<file path="src/rtl/stream_align_if.sv">
`default_nettype none
// ============================================================================
// Module   : stream_align_if
// Brief    : Tag/data stream bundle and status outputs for stream_align.
// Revision : 1.0 - initial release
// ============================================================================
interface stream_align_if #(
    parameter int TAG_W  = 24,
    parameter int DATA_W = 12,
    parameter int ADDR_W = 4
);
    logic              resync;
    logic              tag_valid;
    logic [TAG_W-1:0]  tag_in;
    logic              data_valid;
    logic [DATA_W-1:0] data_in;
    logic              out_valid;
    logic [TAG_W-1:0]  out_tag;
    logic [DATA_W-1:0] out_data;
    logic [ADDR_W:0]   level;
    logic              overflow;
    logic              underflow;
    logic              locked;
    logic [7:0]        lat_meas;

    // Source side: drives the two streams, observes the aligned result.
    modport master (
        output resync, tag_valid, tag_in, data_valid, data_in,
        input  out_valid, out_tag, out_data, level, overflow, underflow,
               locked, lat_meas
    );

    modport slave (
        input  resync, tag_valid, tag_in, data_valid, data_in,
        output out_valid, out_tag, out_data, level, overflow, underflow,
               locked, lat_meas
    );
endinterface
`default_nettype wire

</file>
<file path="src/rtl/stream_align.sv">
`default_nettype none
// ============================================================================
// Module   : stream_align
// Brief    : Re-joins a tag stream with a fixed-latency data stream through a
//            tag FIFO and measures the tag-to-data latency.
// Revision : 1.0 - initial release
// ============================================================================
module stream_align #(
    parameter int TAG_W  = 24,
    parameter int DATA_W = 12,
    parameter int DEPTH  = 16,
    parameter int ADDR_W = 4
) (
    input  wire logic      clk,
    input  wire logic      rst,
    stream_align_if.slave  sa
);

    localparam logic [1:0] S_IDLE    = 2'd0;
    localparam logic [1:0] S_MEASURE = 2'd1;
    localparam logic [1:0] S_LOCKED  = 2'd2;

    localparam logic [ADDR_W:0] C_FULL    = (ADDR_W+1)'(DEPTH);
    localparam logic [7:0]      C_LAT_MAX = 8'hFF;

    logic [TAG_W-1:0]  r_mem [DEPTH];
    logic [ADDR_W-1:0] r_wr_ptr;
    logic [ADDR_W-1:0] r_rd_ptr;
    logic [ADDR_W:0]   r_count;
    logic [1:0]        r_state;
    logic [7:0]        r_lat_cnt;

    logic              r_out_valid;
    logic [TAG_W-1:0]  r_out_tag;
    logic [DATA_W-1:0] r_out_data;
    logic              r_overflow;
    logic              r_underflow;
    logic              r_locked;
    logic [7:0]        r_lat_meas;

    logic w_empty;
    logic w_full;
    logic w_pop;
    logic w_push;
    logic w_drop;
    logic w_starve;
    logic w_flush;

    // Pop is decided on the start-of-cycle count, so a full FIFO can still
    // accept a tag in the same cycle it hands one out.
    assign w_flush  = rst || sa.resync;
    assign w_empty  = (r_count == '0);
    assign w_full   = (r_count == C_FULL);
    assign w_pop    = sa.data_valid && !w_empty;
    assign w_push   = sa.tag_valid && (!w_full || w_pop);
    assign w_drop   = sa.tag_valid && w_full && !w_pop;
    assign w_starve = sa.data_valid && w_empty;

    always_ff @(posedge clk) begin
        if (!w_flush && w_push) begin
            r_mem[r_wr_ptr] <= sa.tag_in;
        end
    end

    always_ff @(posedge clk) begin
        if (w_flush) begin
            r_wr_ptr    <= '0;
            r_rd_ptr    <= '0;
            r_count     <= '0;
            r_out_valid <= 1'b0;
            r_out_tag   <= '0;
            r_out_data  <= '0;
            r_overflow  <= 1'b0;
            r_underflow <= 1'b0;
        end else begin
            r_out_valid <= w_pop;
            if (w_push) begin
                r_wr_ptr <= r_wr_ptr + 1'b1;
            end
            if (w_pop) begin
                r_rd_ptr   <= r_rd_ptr + 1'b1;
                r_out_tag  <= r_mem[r_rd_ptr];
                r_out_data <= sa.data_in;
            end
            if (w_push && !w_pop) begin
                r_count <= r_count + 1'b1;
            end else if (w_pop && !w_push) begin
                r_count <= r_count - 1'b1;
            end
            if (w_drop) begin
                r_overflow <= 1'b1;
            end
            if (w_starve) begin
                r_underflow <= 1'b1;
            end
        end
    end

    // Latency counter starts at 1 on the first tag so that the value held on
    // the first pop equals the number of cycles between tag and data.
    always_ff @(posedge clk) begin
        if (w_flush) begin
            r_state    <= S_IDLE;
            r_lat_cnt  <= '0;
            r_lat_meas <= '0;
            r_locked   <= 1'b0;
        end else begin
            case (r_state)
                S_IDLE: begin
                    if (w_push) begin
                        r_state   <= S_MEASURE;
                        r_lat_cnt <= 8'd1;
                    end
                end
                S_MEASURE: begin
                    if (w_pop) begin
                        r_state    <= S_LOCKED;
                        r_lat_meas <= r_lat_cnt;
                        r_locked   <= 1'b1;
                    end else if (r_lat_cnt != C_LAT_MAX) begin
                        r_lat_cnt <= r_lat_cnt + 1'b1;
                    end
                end
                S_LOCKED: begin
                    r_state <= S_LOCKED;
                end
                default: begin
                    r_state <= S_IDLE;
                end
            endcase
        end
    end

    assign sa.out_valid = r_out_valid;
    assign sa.out_tag   = r_out_tag;
    assign sa.out_data  = r_out_data;
    assign sa.level     = r_count;
    assign sa.overflow  = r_overflow;
    assign sa.underflow = r_underflow;
    assign sa.locked    = r_locked;
    assign sa.lat_meas  = r_lat_meas;

endmodule
`default_nettype wire
</file>
<file path="src/flat_wrapper.sv">
// flat-port wrapper written by rule: the top's interface ports become plain ports
module stream_align_flat 
#(
    parameter int TAG_W  = 24,
    parameter int DATA_W = 12,
    parameter int DEPTH  = 16,
    parameter int ADDR_W = 4
)
  (clk, rst, sa_resync, sa_tag_valid, sa_tag_in, sa_data_valid, sa_data_in, sa_out_valid, sa_out_tag, sa_out_data, sa_level, sa_overflow, sa_underflow, sa_locked, sa_lat_meas);
  stream_align_if #(.TAG_W(TAG_W), .DATA_W(DATA_W), .ADDR_W(ADDR_W)) sa_i ();
  input  wire logic clk;
  input  wire logic rst;
  input wire logic [$bits(sa_i.resync)-1:0] sa_resync;
  input wire logic [$bits(sa_i.tag_valid)-1:0] sa_tag_valid;
  input wire logic [$bits(sa_i.tag_in)-1:0] sa_tag_in;
  input wire logic [$bits(sa_i.data_valid)-1:0] sa_data_valid;
  input wire logic [$bits(sa_i.data_in)-1:0] sa_data_in;
  output wire logic [$bits(sa_i.out_valid)-1:0] sa_out_valid;
  output wire logic [$bits(sa_i.out_tag)-1:0] sa_out_tag;
  output wire logic [$bits(sa_i.out_data)-1:0] sa_out_data;
  output wire logic [$bits(sa_i.level)-1:0] sa_level;
  output wire logic [$bits(sa_i.overflow)-1:0] sa_overflow;
  output wire logic [$bits(sa_i.underflow)-1:0] sa_underflow;
  output wire logic [$bits(sa_i.locked)-1:0] sa_locked;
  output wire logic [$bits(sa_i.lat_meas)-1:0] sa_lat_meas;
  assign sa_i.resync = sa_resync;
  assign sa_i.tag_valid = sa_tag_valid;
  assign sa_i.tag_in = sa_tag_in;
  assign sa_i.data_valid = sa_data_valid;
  assign sa_i.data_in = sa_data_in;
  assign sa_out_valid = sa_i.out_valid;
  assign sa_out_tag = sa_i.out_tag;
  assign sa_out_data = sa_i.out_data;
  assign sa_level = sa_i.level;
  assign sa_overflow = sa_i.overflow;
  assign sa_underflow = sa_i.underflow;
  assign sa_locked = sa_i.locked;
  assign sa_lat_meas = sa_i.lat_meas;
  stream_align #(.TAG_W(TAG_W), .DATA_W(DATA_W), .DEPTH(DEPTH), .ADDR_W(ADDR_W)) u_core (.clk(clk), .rst(rst), .sa(sa_i));
endmodule
</file>
<file path="config.mk">
export PLATFORM = sky130hd
export DESIGN_NAME = stream_align_flat
export DESIGN_NICKNAME = d
export VERILOG_FILES = /design/src/rtl/stream_align_if.sv /design/src/rtl/stream_align.sv /design/src/flat_wrapper.sv
export SDC_FILE = /design/constraint.sdc
export NUM_CORES = 1
export LEC_CHECK = 0
export CAP_MARGIN = 0
export CORE_AREA = 2 2 216 154
export DETAILED_ROUTE_END_ITERATION = 10
export DIE_AREA = 0 0 218 156
export PLACE_DENSITY = 0.85
export SETUP_SLACK_MARGIN = 0.15
export SLEW_MARGIN = 10
export SYNTH_ARGS = -nofsm -noshare
export SYNTH_HDL_FRONTEND = slang
export SYNTH_SLANG_ARGS = --single-unit
</file>
<file path="constraint.sdc">
create_clock -name clk -period 3.9 [get_ports clk]
set_input_delay 0.78 -clock clk [delete_from_list [all_inputs] [get_ports clk]]
set_output_delay 0.78 -clock clk [all_outputs]
set_load 0.01 [all_outputs]
</file>
# Word level (Yosys, flattened, before mapping)
# Memory sizes are Yosys's and may differ from the RTL's. A register that Yosys moved wholly into a read port is not among the register bits.
# Cells that the tools add are included.
# totals
regBits	47
latchBits	0
ram_bits	384
rom_bits	0
in_bits	41
out_inout_bits	53
wordCells	58
mem_count	1
# mem_list
name	words	width	rd	rd_ports_with_merged_regs	wr	line	rtl
u_core.r_mem	16	24	1	1	1	stream_align.sv:26	logic [TAG_W-1:0] r_mem [DEPTH];
# op_classes
n_addsub	5
multipliers	0
n_div	0
magnitude_cmp	0
eq_ne	8
n_shift	0
muxes	11
bitwise_logic	0
reduce_logical	22
# op_table
op	count
$mux 8	3
$pmux 8 s2	1
$mux 5	2
$add 4x1->4 const B	2
$add 8x1->8 const B	1
$logic_and 1x1->1	8
$ne 8x8->1 const B	1
$ne 2x1->1 const B	3
$pmux 2 s3	1
$add 5x1->5 const B	1
$eq 5x5->1 const B	1
$logic_not 1->1	5
$logic_not 5->1	1
$sub 5x1->5 const B	1
$mux 2	2
$reduce_and 2->1	2
$reduce_and 4->1	1
$reduce_bool 2->1	2
$eq 2x1->1 const B	1
$eq 2x2->1 const B	1
$logic_not 2->1	1
$logic_or 1x1->1	2
$mux 1	2
$ne 2x2->1 const B	1

# Depth between registers and ports, before layout
# logic_depth
ltp_word	9
depth_mapped	13
ltp_nobuf	11

# Worst setup path after synthesis
# Ideal clock, no wire load.
# synth_path
path_kind	input port to flip-flop
start	input sa_data_valid
end	memory u_core.r_mem[0][0], enable pin
setup_ns	0.435
arrival_time_ns	2.983
required_time_ns	3.465
slack_ns	0.482
stages	5
n_path_buf	1
cell_sequence	o31a_1 -> buf_6 -> and2_1 -> nand2_1 -> nor3_1
# synth_between
elab_chain_len	6
# synth_rtl
item	line	rtl
start: declaration	flat_wrapper.sv:16	input wire logic [$bits(sa_i.data_valid)-1:0] sa_data_valid;
$logic_and 1x1->1	stream_align.sv:54	assign w_pop = sa.data_valid && !w_empty;
$logic_or 1x1->1	stream_align.sv:55	assign w_push = sa.tag_valid && (!w_full || w_pop);
$logic_and 1x1->1	stream_align.sv:55	
net u_core.w_push	stream_align.sv:44	logic w_push;
$logic_and 1x1->1	stream_align.sv:60	if (!w_flush && w_push) begin
$mux 1	stream_align.sv:60	
$mux 1 (not written as such)	stream_align.sv:61	r_mem[r_wr_ptr] <= sa.tag_in;
end: declaration	stream_align.sv:26	
# The timed path passes the listed nets, and every way through them passes these cells.

# Final worst setup path
# layout_path
start	register u_core.r_count[0] (netlist: u_core.sa.level[0])
end	register u_core.r_count[4] (netlist: u_core.sa.level[4])
# layout_between
elab_chain_len	8
elab_cells_between_ends	16
classes_between	2 x add/sub; 1 x eq/ne; 2 x mux; 11 x reduce/logical
# layout_rtl
item	line	rtl
start: declaration	stream_align.sv:29	logic [ADDR_W:0] r_count;
start signal: assignment	stream_align.sv:86	r_count <= r_count + 1'b1;
start signal: assignment	stream_align.sv:88	r_count <= r_count - 1'b1;
branches (longest 8 deep; another with $sub 5x1->5)	--	
# Several ways; the timed one is not identified. The select of a mux whose other input is x is not followed.
# A chain may end at the register's enable or synchronous reset.

==> impl_metrics.csv <==
group,metric,value,unit
pwr,power_leakage,0.00649,uW
place,place_area,19000,um2
synthesis,synthFlopType,"edfxtp_1",
sta,worst-slew-pin-transition,1210,ps
cts,clk_pin_slew,70,ps
cts,ctsLongestPathBuffers,3,
synthesis,async_flop_share,0,%
cts,cts_root_buffer,"clkbuf_16",
cts,htreeDepth,2,
die,die_h,156,um
worst_setup_path,cp_max_fo,6,
place,port_buffers,93,
route,via_per_inst,6.13,
die,core,31900,um2
worst_setup_path,critPathArrivalTime,3370,ps
worst_setup_path,cp_cell_sequence,"or4_1, o31a_1, ha_1, inv_1, ha_1, a21o_1, a21oi_1, xnor2_1, or3_1, a21oi_1",
flow_run,cap_violations,0,
route,wire_per_inst,25.1,um
sta,hold_viol,0,
outcome,status,"finished, final reports clean",
sta,finalHoldWorstSlack,458,ps
synthesis,avgSynthCellArea,18.3,um2
sta,slew_headroom,19.3,%
worst_setup_path,cpLargestDelayFamily,"simple AND/OR/NAND/NOR gates",
final_layout,area_delta_synth_final,18.2,%
cts,cts.sinks,455,
worst_setup_path,r2r_slack,1000,ps
die,num_rows,55,
cts,cts_tree,"yes",
synthesis,syn_inst,950,
sta,finalClockSkew,23.2,ps
sta,grt_setup_unrepaired,"false",
min_path,hold_class,"reg2reg",
worst_setup_path,worstPathRequired,4370,ps
global_route,grt_pass1_wl,57.7,mm
worst_setup_path,r2r_start,"u_core.sa.level[0]",
worst_setup_path,max_stage_delay,590,ps
route,drt-total-wl,38.6,mm
worst_setup_path,rr_worst_depth,10,
pwr,peakVddDrop,0.391,mV
die,ios,94,
route,route.detailed.drc,0,
cts,cts_setup_buffers,0,
sta,period_needed,2900,ps
route,first_iter_violations,1074,
min_path,min_to,"u_core.sa.out_data[4]",
final_layout,nets,1130,
sta,max_freq,345,MHz
cts,post_cts_resize_count,0,
die,fp.dieW,218,um
place,gp_congestion,0.824,
worst_setup_path,criticalPathCategory,"reg2reg",
pwr,pwr_density_cell,513,nW/um2
sta,fin_crit_sh,74.4,%
worst_setup_path,startpoint_type,"flip-flop",
synthesis,synth-seq-cells,455,
place,post-dp-hpwl,22.1,mm
cts,cts_buffers,42,
global_route,grt_max_degree,69,
global_route,antenna_found_initial,1,
worst_setup_path,worst_path_max_delay_cell,"or4_1",
sta,report.final.slew_viol_count,0,
cts,hold_buffers,0,
final_layout,diodes,0,
global_route,overflow,0,
synthesis,synth_fp_nets,1005,
synthesis,syn_area,17400,um2
route,firstDrtPassIters,5,
worst_setup_path,crit_buf_inv,1,
synthesis,ys_types,46,
synthesis,seq_area_frac_synth,74.6,%
sta,setup_viol,0,
cts,clk_latency,550,ps
global_route,grt_pass1_vias,9403,
min_path,hold_depth,2,
sta,tns,0,ps
final_layout,stdcell_area,20500,um2
global_route,track_usage,23.0,%
final_layout,drive_above_1_share,21.9,%
route,route.vias.total,9411,
die,initial_utilization,54.4,%
min_path,hold_start,"u_core.sa.out_data[4]",
synthesis,yosys_warnings,0,
worst_setup_path,end_kind,"flip-flop",
synthesis,synth_edf_count,384,
route,ant_nets,0,
die,dieArea,34000,um2
worst_setup_path,reg2reg_to,"u_core.sa.level[4]",
[sequential cells by signal, indices dropped and copies added (netlist names)]
name and count:
u_core.r_wr_ptr 4, u_core.r_state 2, u_core.sa.lat_meas 8, u_core.sa.out_tag 24, u_core.sa.out_valid 1, u_core.sa.overflow 1
u_core.sa.locked 1, u_core.r_mem 384, u_core.r_rd_ptr 4, u_core.sa.out_data 12, u_core.r_lat_cnt 8, u_core.sa.underflow 1
u_core.sa.level 5
[routing by layer]
layer	routed length, um	vias to the layer above	global-route usage (%)
li1	-	4046	-
met1	15500	4818	32.2
met2	18900	473	36.9
met3	3340	72	4.89
met4	868	2	6.90
met5	13	-	0
[tightest hold or removal path, delay by kind of cell (launching register included)]
kind             cells  cell delay, ps
flip-flops           1             310
AND/OR/NAND/NOR      1              50
AO/OA/AOI/OAI        1              50
[report_power, final]
part / leakage [uW] / switching, uW / internal, uW
clock network: 0.000730 / 1750 / 2590
registers: 0.00403 / 64.4 / 5310
logic: 0.00173 / 435 / 367
total: 0.00649 / 2250 / 8280
[cells in the mapped netlist, types with 2 or more instances]
cell type    n  area (um2)
edfxtp_1   384       11500
mux4_2      96        2160
a21oi_1     79         395
dfxtp_1     71        1420
nor2_1      61         229
a22oi_1     48         360
nand2_1     48         180
clkbuf_1    33         124
buf_2       17        85.1
ha_1        13         163
nand3_1     11        55.1
inv_1       10        37.5
a31oi_1      7        43.8
mux2i_1      5        50.1
nand4_1      5        31.3
nor3_1       5        25.0
xnor2_1      5        43.8
xor2_1       5        43.8
a21o_1       3        22.5
and3_1       3        18.8
buf_1        3        11.3
nor2b_1      3        18.8
o211ai_1     3        22.5
o21ai_0      3        15.0
a211o_1      2        17.5
a21oi_2      2        17.5
a31o_2       2        17.5
and2_1       2        12.5
buf_4        2        15.0
buf_6        2        22.5
nand2b_1     2        12.5
[cells in the final DEF (no fill, tap or decap), types with 9 or more instances in the layout]
cell             synthesis  final
ha_1                    13     13
inv_1                   10     10
clkbuf_16                0     43
buf_4                    2     40
nor2_1                  61     48
nor2_2                   0     13
nand3_1                 11     11
clkdlybuf4s50_1          0     93
nand2_1                 48     48
a22oi_1                 48     48
clkbuf_8                 0      9
edfxtp_1               384    384
dfxtp_1                 71     69
mux4_2                  96     96
a21oi_1                 79     79
[how the worst max path moves through the flow]
stage	endpoint	start	cells after the start
floorplan	u_core.r_mem[0][0]	sa_data_valid	5
global placement	u_core.sa.level[4]	sa_data_valid	10
detailed placement	u_core.sa.level[4]	sa_data_valid	10
CTS	u_core.sa.level[4]	u_core.sa.level[0]	10
global route	u_core.sa.level[4]	u_core.sa.level[0]	10
finish	u_core.sa.level[4]	u_core.sa.level[0]	10
[kinds of logic (layout without fill, tap and decap cells)]
group	count (synthesis)	count (layout)	synth area share, %
buffers and inverters	68	226	1.72
AOI/OAI and AO/OA	156	156	5.67
DFF	455	455	74.6
adders and majority gates	14	14	1.05
xor gates and xnor gates	10	10	0.505
muxes	101	101	12.7
and+or+nand+nor	146	146	3.70
[area by class of cell]
class | instances | area [um2]
multi-input combinational | 427 | 4170
fill | 2112 | 11400
sequential | 455 | 13000
tap | 427 | 534
clock inverter | 22 | 274
clock buffer | 55 | 1210
inverter | 11 | 41.3
timing repair buffer | 138 | 1330
[stage by stage]
step | std cells | util [%] | worst slack (ps) | power (uW)
floorplan | 950 | - | 482 | 5990
global placement | 1458 | 59.6 | 733 | 6250
detailed placement | 1458 | 59.6 | 671 | 6280
CTS | 1535 | 64.3 | 1000 | 10600
global route | 1535 | 64.3 | 829 | 10800
finish | 1535 | 64.3 | 999 | 10500
Power figures use the tool's default switching activity.
